--- config.mk ---
export PLATFORM = sky130hd
export DESIGN_NAME = gcd_engine
export DESIGN_NICKNAME = d
export VERILOG_FILES = /design/src/rtl/gcd_engine.sv
export SDC_FILE = /design/constraint.sdc
export NUM_CORES = 1
export LEC_CHECK = 0
export CORE_ASPECT_RATIO = 0.7
export CORE_MARGIN = 3
export CORE_UTILIZATION = 55
export CTS_BUF_LIST = sky130_fd_sc_hd__clkbuf_4 sky130_fd_sc_hd__clkbuf_8 sky130_fd_sc_hd__clkbuf_16
export DETAILED_ROUTE_END_ITERATION = 16
export GPL_ROUTABILITY_DRIVEN = 0
export PLACE_DENSITY_LB_ADDON = 0.15
export SLEW_MARGIN = 20
export SYNTH_ARGS = -nofsm -noshare
export SYNTH_HDL_FRONTEND = slang
export SYNTH_SLANG_ARGS = --single-unit
--- constraint.sdc ---
create_clock -name clk -period 5.5 [get_ports clk]
set_input_delay 1.1 -clock clk [delete_from_list [all_inputs] [get_ports clk]]
set_output_delay 1.1 -clock clk [all_outputs]
set_load 0.05 [all_outputs]
--- src/rtl/gcd_engine.sv ---
`default_nettype none
// ============================================================================
//  Module   : gcd_engine
//  Brief    : Self-contained GCD unit (datapath + controller) with valid/ready
//             handshakes on both sides. MODE selects Euclid-by-subtraction (0)
//             or binary Stein (1). Counts RUN cycles per job, saturating.
//  Revision : 1.0  initial release
// ============================================================================
module gcd_engine #(
    parameter int WIDTH = 16,
    parameter int MODE  = 0,
    parameter int CNT_W = 32
) (
    input  logic             clk,
    input  logic             rst,
    input  logic             in_valid,
    output logic             in_ready,
    input  logic [WIDTH-1:0] a_in,
    input  logic [WIDTH-1:0] b_in,
    output logic             out_valid,
    input  logic             out_ready,
    output logic [WIDTH-1:0] result,
    output logic [CNT_W-1:0] cycles,
    output logic             busy
);

    // Shift count for the common power of two pulled out by Stein's algorithm.
    localparam int K_W = $clog2(WIDTH) + 1;

    localparam logic [1:0] c_ST_IDLE = 2'd0;
    localparam logic [1:0] c_ST_RUN  = 2'd1;
    localparam logic [1:0] c_ST_DONE = 2'd2;

    localparam logic [CNT_W-1:0] c_CNT_MAX = {CNT_W{1'b1}};
    localparam logic [CNT_W-1:0] c_CNT_ONE = {{(CNT_W-1){1'b0}}, 1'b1};
    localparam logic [CNT_W-1:0] c_CNT_ZERO = {CNT_W{1'b0}};
    localparam logic [WIDTH-1:0] c_OP_ZERO  = {WIDTH{1'b0}};

    logic [1:0]       r_state;
    logic [WIDTH-1:0] r_a;
    logic [WIDTH-1:0] r_b;
    logic [WIDTH-1:0] r_result;
    logic [CNT_W-1:0] r_cycles;

    logic [WIDTH-1:0] w_a_step;
    logic [WIDTH-1:0] w_b_step;
    logic [WIDTH-1:0] w_gcd_final;
    logic             w_eq;
    logic             w_accept;
    logic             w_zero_op;
    logic             w_run_step;
    logic [CNT_W-1:0] w_cycles_inc;

    assign w_eq       = (r_a == r_b);
    assign w_accept   = (r_state == c_ST_IDLE) && in_valid;
    assign w_zero_op  = (a_in == c_OP_ZERO) || (b_in == c_OP_ZERO);
    // A reduction step happens on every RUN cycle that has not yet converged.
    assign w_run_step = (r_state == c_ST_RUN) && !w_eq;

    // Cycle counter increment, pinned at all-ones once it saturates.
    assign w_cycles_inc = (r_cycles == c_CNT_MAX) ? r_cycles : (r_cycles + c_CNT_ONE);

    generate
        if (MODE == 0) begin : g_subtractive
            // One subtraction per cycle: larger operand minus smaller.
            always_comb begin
                w_a_step = r_a;
                w_b_step = r_b;
                if (r_a > r_b) begin
                    w_a_step = r_a - r_b;
                end else begin
                    w_b_step = r_b - r_a;
                end
            end

            assign w_gcd_final = r_a;
        end else begin : g_binary
            logic [K_W-1:0] r_k;
            logic [K_W-1:0] w_k_step;

            localparam logic [K_W-1:0] c_K_ONE  = {{(K_W-1){1'b0}}, 1'b1};
            localparam logic [K_W-1:0] c_K_ZERO = {K_W{1'b0}};

            // Stein reduction: strip shared twos (tracked in k), strip lone
            // twos, otherwise subtract the smaller odd operand from the larger.
            always_comb begin
                w_a_step = r_a;
                w_b_step = r_b;
                w_k_step = r_k;
                if (!r_a[0] && !r_b[0]) begin
                    w_a_step = r_a >> 1;
                    w_b_step = r_b >> 1;
                    w_k_step = r_k + c_K_ONE;
                end else if (!r_a[0]) begin
                    w_a_step = r_a >> 1;
                end else if (!r_b[0]) begin
                    w_b_step = r_b >> 1;
                end else if (r_a > r_b) begin
                    w_a_step = r_a - r_b;
                end else begin
                    w_b_step = r_b - r_a;
                end
            end

            // Shared power-of-two exponent, cleared on every new job.
            always_ff @(posedge clk) begin
                if (rst) begin
                    r_k <= c_K_ZERO;
                end else if (w_accept) begin
                    r_k <= c_K_ZERO;
                end else if (w_run_step) begin
                    r_k <= w_k_step;
                end
            end

            // gcd never exceeds the smaller operand, so this shift cannot overflow.
            assign w_gcd_final = r_a << r_k;
        end
    endgenerate

    // Controller and operand/result/counter registers.
    always_ff @(posedge clk) begin
        if (rst) begin
            r_state  <= c_ST_IDLE;
            r_a      <= c_OP_ZERO;
            r_b      <= c_OP_ZERO;
            r_result <= c_OP_ZERO;
            r_cycles <= c_CNT_ZERO;
        end else begin
            case (r_state)
                c_ST_IDLE: begin
                    if (w_accept) begin
                        r_a      <= a_in;
                        r_b      <= b_in;
                        r_cycles <= c_CNT_ZERO;
                        if (w_zero_op) begin
                            // gcd(x,0) = x and gcd(0,0) = 0 in one step.
                            r_result <= a_in | b_in;
                            r_state  <= c_ST_DONE;
                        end else begin
                            r_state  <= c_ST_RUN;
                        end
                    end
                end
                c_ST_RUN: begin
                    r_cycles <= w_cycles_inc;
                    if (w_eq) begin
                        r_result <= w_gcd_final;
                        r_state  <= c_ST_DONE;
                    end else begin
                        r_a <= w_a_step;
                        r_b <= w_b_step;
                    end
                end
                c_ST_DONE: begin
                    if (out_ready) begin
                        r_result <= c_OP_ZERO;
                        r_state  <= c_ST_IDLE;
                    end
                end
                default: begin
                    r_result <= c_OP_ZERO;
                    r_state  <= c_ST_IDLE;
                end
            endcase
        end
    end

    // Outputs are decoded from state only; no path from in_valid/out_ready.
    assign in_ready  = (r_state == c_ST_IDLE) && !rst;
    assign out_valid = (r_state == c_ST_DONE);
    assign busy      = (r_state == c_ST_RUN);
    assign result    = r_result;
    assign cycles    = r_cycles;

endmodule
`default_nettype wire

## After elaboration in Yosys (flattened, before gate mapping)

Cells that the tools add are included.

| word-level totals | value |
|---|---|
| word-level logic and storage cells | 56 |
| input bits | 36 |
| register bits | 82 |
| output and inout port bits | 51 |

| cells by class | value |
|---|---|
| eq/ne operators | 12 |
| bitwise operators | 1 |
| reductions and logical operators | 13 |
| add/sub/neg operators | 3 |
| magnitude comparators | 1 |
| muxes and demuxes | 21 |

Operators by type and width:

| kind | number |
|---|---|
| two-way mux 16 bit | 10 |
| two-way mux 32 bit | 2 |
| case mux 16 bit (2 select lines) | 2 |
| case mux 32 bit (2 select lines) | 1 |
| case mux 16 bit (3 select lines) | 1 |
| adder 32 x 1 -> 32 bit (second input constant) | 1 |
| == test 32 bit (second input constant) | 1 |
| logical NOT 16 bit | 2 |
| subtractor 16 bit | 2 |
| == test 16 bit | 1 |
| greater-than comparator 16 bit | 1 |
| bitwise OR 16 bit | 1 |
| AND reduction 4 bit | 3 |
| inequality test 2 bit (second input constant) | 5 |
| two-way mux 2 bit | 4 |
| inequality test 2 x 1 -> 1 bit (second input constant) | 3 |
| case mux 2 bit (3 select lines) | 1 |
| AND reduction 3 bit | 2 |
| == test 2 x 1 -> 1 bit (second input constant) | 1 |
| == test 2 bit (second input constant) | 1 |
| logical AND 1 bit | 2 |
| logical NOT 2 bit | 1 |
| nonzero test 2 bit | 1 |
| logical NOT 1 bit | 1 |
| logical OR 1 bit | 1 |

## Depth between registers and ports, before layout

Gate-level depths: netlist (run 1).

| depth | value |
|---|---|
| depth in word-level cells | 5 |
| gate-level depth with buffers | 11 |
| mapped depth without buffers | 9 |

## Least setup slack after synthesis (run 1)

Ideal clock, no wire load.

| path | value |
|---|---|
| path kind | input-to-output |
| from | input rst |
| to | output in_ready |
| stages | 3 |
| required time | 4.400 ns |
| data arrival time | 2.534 ns |
| setup slack | 1.866 ns |
| cell sequence | clkbuf_1 -> clkbuf_1 -> nor3_1 |

| on the way | value |
|---|---|
| longest elaborated chain between the ends | 2 |

RTL lines:

| what | RTL line | text |
|---|---|---|
| from (decl) | 15 | `input logic rst,` |
| logical NOT 1 bit | 170 | `assign in_ready = (r_state == c_ST_IDLE) && !rst;` |
| logical AND 1 bit | 170 |  |
| to (decl) | 17 | `output logic in_ready,` |

Every way passes these cells.

## Worst setup path after layout (run 1)

| path | value |
|---|---|
| from | register r_state[1] |
| to | output busy |

| on the way | value |
|---|---|
| longest elaborated chain between the ends | 1 |

RTL lines:

| what | RTL line | text |
|---|---|---|
| from (decl) | 39 | `logic [1:0] r_state;` |
| from (signal assigned) | 124 | `r_state <= c_ST_IDLE;` |
| from (signal assigned) | 139 | `r_state <= c_ST_DONE;` |
| from (signal assigned) | 141 | `r_state <= c_ST_RUN;` |
| == test 2 x 1 -> 1 bit | 172 | `assign busy = (r_state == c_ST_RUN);` |
| to (decl) | 24 | `output logic busy` |

Every way passes these cells.

==> reports/qor.txt, run 1 <==
Switch Pwr -> 1.49 mW
Reg power frac -> 0.235
CTS sink cnt -> 82
Root buf cell -> clkbuf_16
Least-Margin Pin Slew -> 0.953 ns
Post-cts gate resize count -> 0
Crit start category -> register
Post-Synth Simple-Gate Area -> 0.266
Fill count -> 807
Routed via count -> 6,135
Clk buf depth -> 2
Initial antenna violation count -> 0
Synth unique cells -> 66
Slew headroom -> 0.365
Power per Cell Area -> 462 nW/um2
Final setup vio count -> 0
Setup TNS -> 0 ns
Critical-path cell list -> nand2b_1 -> buf_4 -> inv_2 -> clkdlybuf4s50_1
Drt initial violations -> 703
Drt total wl -> 18,500 um
Ant. Diodes -> 0
Number of synthesized flops with an enable pin -> 0
Slowest stage delay, CP -> 0.92 ns
Crit Path Class -> reg2out
Setup crit end kind -> output pin
Worst-path maximum fanout -> 46
Leak Pwr -> 2.59 nW
Layout Area Growth over Synthesis -> 20.0%
Switching part of the total power -> 0.468
Most common cell in the synthesized netlist -> dfxtp_1
Initial core utilization -> 0.578
Top area cells in the synthesized netlist -> dfxtp_1 29%, ha_1 7.0%, a21oi_1 6.3%
Post CTS Setup Buffer Count -> 0
Top_reg_cell synth -> dfxtp_1
H-tree depth -> 3
Post-synthesis mux area share -> 0.0159
Post-synth net total -> 820
CTS tree -> done
RSZ-0062 raised after global routing -> no
Clock skew -> 0.00871 ns
Vias per std cell -> 6.54
Finished Layout Cells -> 938
Die Height -> 91.6 um
Combinational fraction of design power -> 0.567
Vias in the first global route -> 5,681
First-pass GRT wire length -> 28,800 um
DRC errors left -> 0
Worst hold path class -> reg2reg
Gr ovfl total -> 0
Synth Area in Adders -> 0.0765
Largest area contributor in the netlist -> dfxtp_1
Final hold vios -> 0
Status -> finished clean
Period minus WS final -> 3.61 ns
CORE AREA -> 9950 um2
Fin. max-slew vios -> 0
Synth warnings -> 0
Worst reg-to-reg path cell count -> 8
Clock Power Share -> 0.198
Crit share post-route -> 0.655
Post-synth top area share -> 0.285
Die footprint -> 11,700 um2
Fmax -> 277 MHz
Critical Path Slowest Stage Cell -> clkdlybuf4s50_1
DIE WIDTH -> 128 um
Top cells by count, synth -> 82 x dfxtp_1, 73 x a21oi_1, 72 x nand2_1
FF+latch count, synth -> 82
Cts hold-fix bufs -> 0
Fin nets -> 875
Gate count after technology mapping -> 750
Post-Synth XOR/XNOR Area -> 0.0578
Final ANT Viol Nets -> 0
Dpl cells -> 922
Post-synthesis compound-gate area fraction -> 0.234
Pint -> 1.70 mW
GRT Total Usage -> 0.306
Io pins -> 87
Register area share after synthesis -> 0.285
Routed length per instance -> 19.8 um
Peak VDD IR -> 0.251 mV
Largest family of logic cells by synthesized area -> simple AND/OR/NAND/NOR gates
Pin count of the biggest net entering global routing -> 48
Final HPWL DP -> 13,400 um
DR pass1 iterations -> 7
Fraction of layout cells with a size suffix above 1 -> 0.0593
WP data required -> 4.40 ns
Mapped Area -> 5750 um2
Number of CTS-inserted buffers -> 9
Crit path DAT -> 2.50 ns
Clk slew on worst S/H paths -> 0.07 ns
Avg Cell Area, Syn -> 7.67 um2
Row Count -> 30
Async set-reset flop share out of synthesis -> 0
Worst Hold Depth -> 2
Port Buffer Count -> 86
Clk_lat worst skew -> 0.34 ns
Pwr Total -> 3.19 mW
Max-Cap Viols -> 0
==> cell type report <==
class,count,area (um2),share of cell area
Clock buffer,10,239,0.0346
Timing Repair Buffer,92,901,0.130
Clock inverter,6,71.3,0.0103
Inverter,38,143,0.0207
Multi-Input combinational cell,582,3750,0.543
Sequential cell,82,1640,0.238
Tap cell,128,160,0.0232
==> power groups by stage <==
stage                     registers, mW  clock network [mW]  logic, mW
after floorplan                   0.804                   0       1.27
final                             0.750               0.630       1.81
after global placement            0.755                   0       1.68
after CTS                         0.748               0.635       1.73
after global routing              0.760               0.658       1.94
after detailed placement          0.760                   0       1.72
==> layout by cell type, fill, tap and decap left out, types with 6 or more instances in the layout <==
cell / instances
ha_1: 32
mux2i_1: 8
a31oi_1: 9
xnor2_1: 17
o311ai_1: 16
nand2_1: 72
and4_1: 6
nor2b_1: 6
nor3_1: 24
nand2b_1: 23
clkbuf_16: 9
xor2_1: 21
o21ai_0: 32
inv_1: 37
a311oi_1: 12
or3_1: 7
nand4_1: 23
o31ai_1: 6
nand3_1: 26
and2_1: 10
dfxtp_1: 82
clkdlybuf4s50_1: 85
a21oi_1: 73
and3_1: 15
nor4_1: 10
buf_4: 6
nor2_1: 69
==> critical path: cells and delay by family, from the launching register on <==
kind	cells	cell delay (ns)
simple gates	1	0.14
buf+inv	3	1.71
flops	1	0.31
==> metrics by stage <==
| step | util | hold WS (ns) | instance area (um2) | setup slack, ns |
|---|---|---|---|---|
| floorplan | - | 0.492 | 5750 | 1.87 |
| CTS | 0.694 | 0.475 | 6900 | 1.93 |
| global route | 0.694 | 0.508 | 6900 | 1.87 |
| finish | 0.694 | 0.473 | 6900 | 1.90 |
| global placement | 0.662 | 0.460 | 6590 | 1.71 |
| detailed placement | 0.662 | 0.463 | 6590 | 1.59 |
==> flip-flops by register name, indices dropped and copies added, names as in the netlist <==
name     flops
result      16
r_b         16
cycles      32
r_state      2
r_a         16
==> layer usage <==
| layer | wire length, um | global-route usage | vias to the layer above |
|---|---|---|---|
| met5 | 0 | 0 | - |
| met4 | 438 | 0.0936 | 0 |
| met3 | 2170 | 0.0664 | 57 |
| met2 | 7740 | 0.444 | 390 |
| met1 | 8180 | 0.450 | 2869 |
| li1 | - | - | 2819 |
==> worst paths after layout <==
path / start / endpoint / slack [ns]
worst max-delay path: r_state[1] / busy / 1.90
worst min-delay path: result[2] / result[2] / 0.47
worst max register to register: r_a[11] / r_b[2] / 2.51
worst min register to register: result[2] / result[2] / 0.47
==> logic make-up (layout without fill, tap and decap cells) <==
kind of cell | Yosys count | in the layout
adders and majority gates | 34 | 34
muxes | 9 | 9
AOI/OAI and AO/OA | 198 | 198
buffers and inverters | 86 | 146
xor gates and xnor gates | 38 | 38
and+or+nand+nor | 303 | 303
DFF | 82 | 82
Note: power is estimated with default switching activity, not from simulation.
==> run 2: changes to the inputs <==
CORE_UTILIZATION = 50   (was 55)
clock period = 3.1 ns   (was 5.5 ns; I/O delays follow)
==> reports/qor.txt, run 2 (synthesis results as in run 1) <==
DR pass1 iterations -> 5 (-2)
Met3 routed wirelength -> 1810 um (-17%)
H-tree depth -> 3 (unchanged)
Drt initial violations -> 536 (-24%)
WP data required -> 3.26 ns (-1.14 ns)
Io pins -> 87 (unchanged)
Pwr Total -> 5.68 mW (+78%)
Crit Path Class -> reg2reg
Gr ovfl total -> 0 (unchanged)
Ant. Diodes -> 0 (unchanged)
Vias in the first global route -> 5,532 (-2.6%)
Initial core utilization -> 0.517 (-0.0615)
CORE AREA -> 11,100 um2 (+12%)
Most frequent cells in the layout -> 84 x clkdlybuf4s50_1, 82 x dfxtp_1, 73 x a21oi_1
Die Height -> 95.8 um (+4.6%)
Initial antenna violation count -> 0 (unchanged)
Post-cts gate resize count -> 0 (unchanged)
Crit path DAT -> 3.04 ns (+0.54 ns)
DRC errors left -> 0 (unchanged)
Worst-path maximum fanout -> 16 (-65%)
Leak Pwr -> 2.64 nW (+2.0%)
Row Count -> 32 (+6.7%)
Final ANT Viol Nets -> 0 (unchanged)
Final hold vios -> 0 (unchanged)
Slew headroom -> 0.366 (+0.000861)
Least-Margin Pin Slew -> 0.951 ns (-0.00129 ns)
Setup crit end kind -> register
Vias per std cell -> 6.26 (-4.3%)
Period minus WS final -> 2.88 ns
Worst hold path class -> reg2reg
Post CTS Setup Buffer Count -> 0 (unchanged)
Drt total wl -> 18,700 um (+0.66%)
WHS -> 0.473 ns (-0.0000280 ns)
Metal-1 WL -> 8170 um (-0.15%)
Clock skew -> 0.00452 ns (-0.00419 ns)
Multi-input logic area -> 3740 um2 (-0.13%)
Top sig layer -> met4
Fin. max-slew vios -> 0 (unchanged)
GRT Total Usage -> 0.284 (-0.0229)
First-pass GRT wire length -> 28,700 um (-0.43%)
RSZ-0062 raised after global routing -> no
Die footprint -> 12,900 um2 (+9.4%)
Clk buf depth -> 2 (unchanged)
Number of CTS-inserted buffers -> 9 (unchanged)
DIE WIDTH -> 134 um (+4.7%)
Fraction of layout cells with a size suffix above 1 -> 0.0708 (+0.0116)
Status -> finished clean
Clk slew on worst S/H paths -> 0.07 ns (about the same)
Setup TNS -> 0 ns (unchanged)
Peak VDD IR -> 0.396 mV (+58%)
CTS sink cnt -> 82 (unchanged)
Cts hold-fix bufs -> 0 (unchanged)
Routed via count -> 6,085 (-0.81%)
CTS tree -> done
Pin count of the biggest net entering global routing -> 48 (unchanged)
Routed met2 length -> 8080 um (+4.3%)
Commonest non-fill, non-tap cell in the layout -> clkdlybuf4s50_1
Reg2reg setup slack -> 0.22 ns (-2.29 ns)
Clk_lat worst skew -> 0.34 ns (about the same)
Final HPWL DP -> 13,700 um (+2.5%)
Max reg flops -> 32 (unchanged)
Layout Area Growth over Synthesis -> 22.0%
Power per Cell Area -> 810 nW/um2 (+75%)
Crit share post-route -> 0.929
Crit start category -> register
Final setup vio count -> 0 (unchanged)
Fmax -> 347 MHz
Port Buffer Count -> 86 (unchanged)
Fin nets -> 884 (+1.0%)
Root buf cell -> clkbuf_16
Reg area -> 1640 um2 (unchanged)
Fill count -> 1,016 (+26%)
Routed length per instance -> 19.2 um (-2.9%)
Max-Cap Viols -> 0 (unchanged)
run 2: power breakdown:
part	internal, mW	switching, mW	total (mW)
Sequential	1.21	0.138	1.35
Clock	0.654	0.470	1.12
Combinational	1.18	2.04	3.21
run 2: critical path, cell delays in order (launching register included):
cell	delay (ns)
dfxtp_1	0.36
inv_1	0.07
ha_1	0.51
nand2_1	0.15
o21ai_1	0.35
a221oi_2	0.15
a21oi_2	0.15
or2_1	0.75
a311oi_2	0.22
run 2: worst paths after layout:
path | start | depth (start not counted) | endpoint
hold reg to reg | result[6] | 2 | result[6]
setup / recovery | r_a[11] | 8 | r_a[8]
setup reg to reg | r_a[11] | 8 | r_a[8]
hold / removal | result[6] | 2 | result[6]
run 2: area by class of cell:
class	instances	area share
flip-flops and latches	82	0.234
repair buffers	101	0.141
clock inverters	6	0.0102
clock buffers	10	0.0340
well taps	153	0.0273
multi-input cells	582	0.533
inverters	38	0.0203
run 2: routing by layer:
metal / GRT usage / vias to the layer above
li1: - / 2821
met1: 0.402 / 2880
met2: 0.421 / 324
met3: 0.0695 / 60
met4: 0.103 / 0
met5: 0 / -
run 2: stage by stage:
stage,area [um2],setup slack [ns],utilization,std cells
floorplan,5750,0.426,-,750
detailed placement,6710,0.333,0.603,956
finish,7020,0.221,0.631,972
global route,7020,0.148,0.631,972
CTS,7020,0.325,0.631,972
global placement,6710,0.450,0.603,956
==> run 3: changes to the inputs <==
CORE_UTILIZATION = 55   (was 50)
DONT_BUFFER_PORTS = 1   (was not set)
SLEW_MARGIN = not set   (was 20)
==> reports/qor.txt, run 3 (synthesis results as in run 1) <==
Crit path DAT -> 3.21 ns (+0.17 ns)
Slew headroom -> 0.350 (-0.0159)
DR pass1 iterations -> 6 (+1)
Final hold vios -> 0 (unchanged)
Io pins -> 87 (unchanged)
Crit share post-route -> 0.957 (+0.0285)
Pin count of the biggest net entering global routing -> 49 (+2.1%)
Fraction of layout cells with a size suffix above 1 -> 0.104 (+0.0337)
Fill count -> 884 (-13%)
Max-Cap Viols -> 0 (unchanged)
Peak VDD IR -> 0.409 mV (+3.1%)
WP data required -> 3.34 ns (+0.08 ns)
Setup crit end kind -> register
Worst hold path class -> in2reg
Post CTS Setup Buffer Count -> 0 (unchanged)
Status -> finished clean
Crit start category -> register
Layout Area Growth over Synthesis -> 9.31%
GRT Total Usage -> 0.305 (+0.0214)
Leak Pwr -> 2.45 nW (-7.1%)
CTS sink cnt -> 82 (unchanged)
Clock skew -> 0.00803 ns (+0.00351 ns)
Vias in the first global route -> 5,339 (-3.5%)
H-tree depth -> 3 (unchanged)
Drt total wl -> 18,100 um (-3.3%)
DRC errors left -> 0 (unchanged)
Die footprint -> 11,700 um2 (-8.6%)
Final setup vio count -> 0 (unchanged)
Commonest non-fill, non-tap cell in the layout -> dfxtp_1
Setup TNS -> 0 ns (unchanged)
DIE WIDTH -> 128 um (-4.4%)
Worst-path maximum fanout -> 16 (unchanged)
Ant. Diodes -> 0 (unchanged)
CTS tree -> done
Vias per std cell -> 6.56 (+4.7%)
Drt initial violations -> 811 (+51%)
Port Buffer Count -> 0 (-100%)
CORE AREA -> 9950 um2 (-11%)
Fin nets -> 821 (-7.1%)
Routed via count -> 5,796 (-4.7%)
First-pass GRT wire length -> 28,500 um (-0.70%)
WHS -> 0.336 ns (-0.137 ns)
Number of CTS-inserted buffers -> 9 (unchanged)
Root buf cell -> clkbuf_16
Fin. max-slew vios -> 0 (unchanged)
RSZ-0062 raised after global routing -> no
Row Count -> 30 (-6.3%)
Clk_lat worst skew -> 0.35 ns (about the same)
Power per Cell Area -> 886 nW/um2 (+9.5%)
Crit Path Class -> reg2reg
Cts hold-fix bufs -> 0 (unchanged)
Fmax -> 337 MHz (-3.0%)
Clk buf depth -> 2 (unchanged)
Max reg flops -> 32 (unchanged)
Initial antenna violation count -> 0 (unchanged)
Clk slew on worst S/H paths -> 0.07 ns (about the same)
Final HPWL DP -> 13,200 um (-4.0%)
Placement Cell Area -> 5990 um2 (-11%)
Die Height -> 91.6 um (-4.4%)
Gr ovfl total -> 0 (unchanged)
Least-Margin Pin Slew -> 0.975 ns (+0.0238 ns)
Final ANT Viol Nets -> 0 (unchanged)
Post-cts gate resize count -> 0 (unchanged)
Initial core utilization -> 0.578 (+0.0615)
Most frequent cells in the layout -> 82 x dfxtp_1, 73 x a21oi_1, 72 x nand2_1
Period minus WS final -> 2.97 ns (+0.0882 ns)
Routed length per instance -> 20.4 um (+6.4%)
Post-Layout Inst Area -> 6290 um2 (-10%)
## run 3: cell count changes in the layout (fill, tap and decap cells not counted)
cell             change
inv_6                -1
buf_4               +23
clkdlybuf4s50_1     -84
clkinvlp_4           -1
buf_12               -1
clkinv_2             +2
buf_2                -1
## run 3: worst max-delay path: stages (launching register included)
cell      delay (ns)
dfxtp_1         0.37
inv_1           0.07
ha_1            0.46
a21oi_1         0.28
o21ai_1         0.19
a221oi_2        0.39
a21oi_2         0.11
or2_1           0.59
a311oi_1        0.41
## run 3: through the flow
| stage | worst slack, ns | util | instances | total power, mW |
|---|---|---|---|---|
| final | 0.132 | 0.632 | 884 | 5.58 |
| after detailed placement | 0.293 | 0.602 | 868 | 4.33 |
| after floorplan | 0.426 | - | 750 | 3.69 |
| after global routing | 0.0189 | 0.632 | 884 | 5.89 |
| after global placement | 0.436 | 0.602 | 868 | 4.28 |
| after CTS | 0.240 | 0.632 | 884 | 5.48 |
## run 3: layout make-up
type	count	area, um2	area share
Timing Repair Buffer	38	298	0.0473
Sequential cell	82	1640	0.261
Tap cell	128	160	0.0255
Inverter	38	143	0.0227
Clock buffer	10	239	0.0380
Clock inverter	6	65.1	0.0103
Multi-Input combinational cell	582	3740	0.595
## run 3: per-layer routing
layer | GRT usage | vias to the layer above | routed length, um
met5 | 0 | - | 0
met4 | 0.0989 | 0 | 497
met3 | 0.103 | 50 | 2390
met2 | 0.430 | 375 | 7400
met1 | 0.433 | 2681 | 7770
li1 | - | 2690 | -
## run 3: power breakdown
group | total [mW] | leakage (nW) | switching [mW] | internal, mW
Sequential | 1.44 | 0.670 | 0.228 | 1.21
Clock | 1.12 | 0.149 | 0.470 | 0.648
Combinational | 3.02 | 1.63 | 1.92 | 1.10
## run 3: path summary, 6_finish.rpt
check,cells after the start,slack (ns),to,start
setup / recovery,8,0.13,r_a[3],r_a[11]
hold / removal,1,0.34,r_a[12],rst
setup reg to reg,8,0.13,r_a[3],r_a[11]
hold reg to reg,2,0.52,r_b[2],r_b[2]
==> RTL edit 1: new RTL, config.mk and constraints of run 2 <==
`MODE`: 0 -> 1. Comments in the files are not updated.
--- a/src/rtl/gcd_engine.sv
+++ b/src/rtl/gcd_engine.sv
@@ -8,7 +8,7 @@
 // ============================================================================
 module gcd_engine #(
     parameter int WIDTH = 16,
-    parameter int MODE  = 0,
+    parameter int MODE  = 1,
     parameter int CNT_W = 32
 ) (
     input  logic             clk,
Behaviour: not the same (a bounded check fails within 4 cycles, from zero or initial values and one cycle with rst high).
==> RTL edit 1 against run 2 <==
  * Critical path depth grew 1
  * Cell area grew 20%
  * Combinational power grew 20%
  * Wire length grew 28%
  * Clock power grew 4%
  * Via count grew 21%
  * Area after synthesis grew 21%
  * Clock skew grew 0.0058 ns
  * Sequential cell count grew 5
  * Worst setup slack lost 0.11 ns
  * Power grew 13%
  * Utilization shrank 0.095 points
  * Critical endpoint is now r_a[13]
==> RTL edit 1: results (changes against run 2) <==
Outcome = finished clean (unchanged)
Routed WL = 23.9 mm (was 18.7 mm)
Via Count = 7375 (was 6085)
Peak supply drop = 359 µV (was 396 µV)
Non-CTS inverters = 46 (was 38)
Met3 WL = 3.35 mm (was 1.81 mm)
Library cells used by synthesis = 79 (was 66)
Met2 Track Usage GR = 42.3% (was 42.1%)
Synth area leaders = dfxtp_1 25%, ha_1 6.3%, nor2_1 4.9% (was dfxtp_1 29%, ha_1 7.0%, a21oi_1 6.3%)
Met2 Wirelength = 9.61 mm (was 8.08 mm)
HPWL Detailed = 18.4 mm (was 13.7 mm)
Post-Syn Nets = 954 (was 820)
Worst Setup SP = r_a[9] (was r_a[11])
Sequential cell area share = 20.7% (was 23.4%)
Seq group = 0.00139 W (was 0.00135 W)
Slew @ Worst Pin = 0.852 ns (was 0.951 ns)
Clock buf count = 9 (was 10)
Critical Path End = r_a[13] (was r_a[8])
First-pass GRT wire length = 37.4 mm (was 28.7 mm)
Adder-Cell Fraction of Synth Area = 6.85% (was 7.65%)
Synth cell count leaders = 92 x nor2_1, 87 x dfxtp_1, 65 x nand2_1 (was 82 x dfxtp_1, 73 x a21oi_1, 72 x nand2_1)
Xor/xnor share of the synthesized area = 6.40% (was 5.78%)
# fillers = 1175 (was 1016)
CTS sink count = 87 (was 82)
Layout non-clock buf frac = 14.6% (was 14.1%)
Share of cells above drive strength 1 = 11.9% (was 7.08%)
## RTL edit 1: timing repair
action | 4_1_cts | 5_1_grt
resized for setup | 0 | 3
setup endpoints to repair | 0 | 5
setup buffers | 0 | 5
hold buffers | 0 | 0
## RTL edit 1: tightest hold or removal path, stage by stage, from the launching register on
cell and delay (ns):
dfxtp_1 0.32, nand2_1 0.05, o21ai_0 0.06
## RTL edit 1: per-stage QoR
stage | total power, W | hold WS (ns) | setup slack, ns | TNS (ns) | instance area, µm²
4_1_cts | 0.00622 | 0.489 | 0.0566 | 0 | 8400
2_1_floorplan | 0.00405 | 0.449 | 0.206 | 0 | 6980
5_1_grt | 0.00670 | 0.504 | -0.0112 | -0.0112 | 8440
3_5_place_dp | 0.00504 | 0.453 | 0.0878 | 0 | 8080
3_3_place_gp | 0.00499 | 0.466 | 0.206 | 0 | 8080
6_report | 0.00641 | 0.482 | 0.108 | 0 | 8440
==> RTL edit 2: new RTL, config.mk and constraints of run 2 <==
Made on the original files. Reset style: asynchronous (`rst`), changed in 2 clocked blocks.
--- a/src/rtl/gcd_engine.sv
+++ b/src/rtl/gcd_engine.sv
@@ -103,7 +103,7 @@
             end
 
             // Shared power-of-two exponent, cleared on every new job.
-            always_ff @(posedge clk) begin
+            always_ff @(posedge clk or posedge rst) begin
                 if (rst) begin
                     r_k <= c_K_ZERO;
                 end else if (w_accept) begin
@@ -119,7 +119,7 @@
     endgenerate
 
     // Controller and operand/result/counter registers.
-    always_ff @(posedge clk) begin
+    always_ff @(posedge clk or posedge rst) begin
         if (rst) begin
             r_state  <= c_ST_IDLE;
             r_a      <= c_OP_ZERO;
Function: differs if rst is asserted again (counterexample within 4 cycles, from zero or initial values and one cycle with rst high); with rst held inactive, the same outputs for 4 cycles.
==> RTL edit 2 against run 2 <==
  * Via count decreased by 14%
  * Clock skew hardly changed
  * Sequential cell count stayed put
  * Die area fell by 0.66%
  * Cell area shrank 1.1%
  * Wire length decreased by 11%
  * Hold slack improved by 0.0025 ns
  * Worst setup slack better by 0.10 ns
  * Final cell count shrank 7.1%
  * Power rose by 59%
  * Area after synthesis decreased by 0.70%
  * Critical path type unchanged
  * Critical endpoint is now r_b[15]
==> RTL edit 2: results (changes against run 2) <==
Outcome = finished clean (unchanged)
Crit Reg-Reg Startpoint = r_a[0] (was r_a[11])
Synth area leaders = dfrtp_1 36%, ha_1 7.0%, nand2_1 6.3% (was dfxtp_1 29%, ha_1 7.0%, a21oi_1 6.3%)
Leakage power = 2.96 nW (was 2.64 nW)
Xor/xnor share of the synthesized area = 7.51% (was 5.78%)
Total CTS buffers = 9 (unchanged)
Reg2Reg Depth = 9 (was 8)
Crit Path Max Fanout = 31 (was 16)
Crit path DAT = 3.01 ns (was 3.04 ns)
Post-Syn Nets = 748 (was 820)
Slew @ Worst Pin = 0.605 ns (was 0.951 ns)
Ys flop type = dfrtp_1 (was dfxtp_1)
Final net count = 820 (was 884)
First-pass GRT wire length = 26.7 mm (was 28.7 mm)
Crit path largest cell delay = 0.41 ns (was 0.75 ns)
Port Buffer Count = 86 (unchanged)
Worst-skew pair later-pin latency = 0.35 ns
R2R setup slack = 0.32 ns (was 0.22 ns)
Post-synthesis compound-gate area fraction = 20.7% (was 23.4%)
H-tree depth = 3 (unchanged)
# fillers = 924 (was 1016)
Initial antenna violation count = 0 (unchanged)
Critical Path End = r_b[15] (was r_a[8])
Delay-heaviest family, CP = compound AO/OA/AOI/OAI gates (was simple AND/OR/NAND/NOR gates)
Met1 Use GR = 40.6% (was 40.2%)
Worst-path clk slew = 0.07 ns (about the same)
Area growth, synth to finish = 21.5% (was 22.0%)
HPWL Detailed = 12.5 mm (was 13.7 mm)
Initial DRC count = 611 (was 536)
Vias in the first global route = 4947 (was 5532)
Met2 Track Usage GR = 36.6% (was 42.1%)
Share of cells above drive strength 1 = 9.14% (was 7.08%)
GRT Total Usage = 26.7% (was 28.4%)
Library cells used by synthesis = 61 (was 66)
DR WL/cell = 18.4 µm (was 19.2 µm)
Post-CTS setup buffers = 0 (unchanged)
GR Layer Usage met3 = 8.97% (was 6.95%)
Peak supply drop = 684 µV (was 396 µV)
Antenna diode count = 0 (unchanged)
Startpoint Class = flip-flop (unchanged)
Clk_skew = 0.00496 ns (was 0.00452 ns)
Placed Area = 6640 µm² (was 6710 µm²)
Mux cell area share after synthesis = 0.350% (was 1.59%)
Via Count = 5262 (was 6085)
Adder-Cell Fraction of Synth Area = 7.71% (was 7.65%)
Post-synthesis sequential area ratio = 35.9% (was 28.5%)
Async SR Flop Fraction = 100% (was 0%)
Slowest CP cell = fa_1 (was or2_1)
Largest net degree at the start of global routing = 83 (was 48)
Synth cell count leaders = 96 x nand2_1, 82 x dfrtp_1, 62 x nor2_1 (was 82 x dfxtp_1, 73 x a21oi_1, 72 x nand2_1)
Root Driver = clkbuf_16 (unchanged)
Max FFs per register = 32 (unchanged)
RTL edit 2: cell count changes after synthesis, sizes merged, moves of 11 or more:
cell	before	now
o311ai	16	0
a21oi	75	56
a311oi	13	0
xnor2	17	28
nor3	24	8
nand4	24	13
o21ai	35	68
dfxtp	82	0
nand2	72	97
nand2b	23	5
dfrtp	0	82
clkbuf	27	11
RTL edit 2: through the flow:
| stage | std cells | setup slack, ns |
|---|---|---|
| final | 903 | 0.321 |
| after global routing | 903 | 0.195 |
| after CTS | 903 | 0.357 |
| after detailed placement | 887 | 0.366 |
| after global placement | 887 | 0.430 |
| after floorplan | 678 | 0.372 |
RTL edit 2: area by class of cell:
class / instances / area share, %
clock buffer: 10 / 3.35
clock inverter: 6 / 1.06
inverter: 46 / 2.50
multi-input combinational: 514 / 47.0
sequential: 82 / 29.5
tap: 148 / 2.67
timing repair buffer: 97 / 13.9
RTL edit 2: worst min path at each step:
stage	startpoint	endpoint	slack, ns	cells past startpoint
5_1_grt	result[9]	result[9]	0.51	2
6_report	result[7]	result[7]	0.48	2
3_5_place_dp	result[7]	result[7]	0.47	2
4_1_cts	result[7]	result[7]	0.48	2
2_1_floorplan	r_b[0]	r_b[0]	0.52	2
3_3_place_gp	result[8]	result[8]	0.46	2
RTL edit 2: where the power goes:
group | internal [W] | total (W) | leakage [nW] | switching (W)
Sequential | 0.00145 | 0.00172 | 1.05 | 0.000265
Combinational | 0.00223 | 0.00620 | 1.76 | 0.00397
Clock | 0.000645 | 0.00113 | 0.145 | 0.000482
Total | 0.00433 | 0.00904 | 2.96 | 0.00472
RTL edit 2: layer usage:
metal  part of all wire (%)  vias up
li1                       -     2494
met1                     46     2496
met2                     42      256
met3                     12       16
met4                   0.92        0
met5                      0        -
RTL edit 2: worst register-to-register path, cell delays in order (launching register included):
cell and delay [ns]:
dfrtp_1 0.38, inv_1 0.08, ha_1 0.23, fa_1 0.41, nand2b_1 0.21, a21oi_1 0.26, o2111ai_1 0.21, and4_1 0.24
nand2b_4 0.33, o221a_2 0.33
RTL edit 2: logic make-up after synthesis:
kind of cell               Yosys count
and+or+nand+nor                    245
AOI/OAI and AO/OA                  184
buffers and inverters               82
DFF                                 82
xor gates and xnor gates            49
adders and majority gates           34
muxes                                2
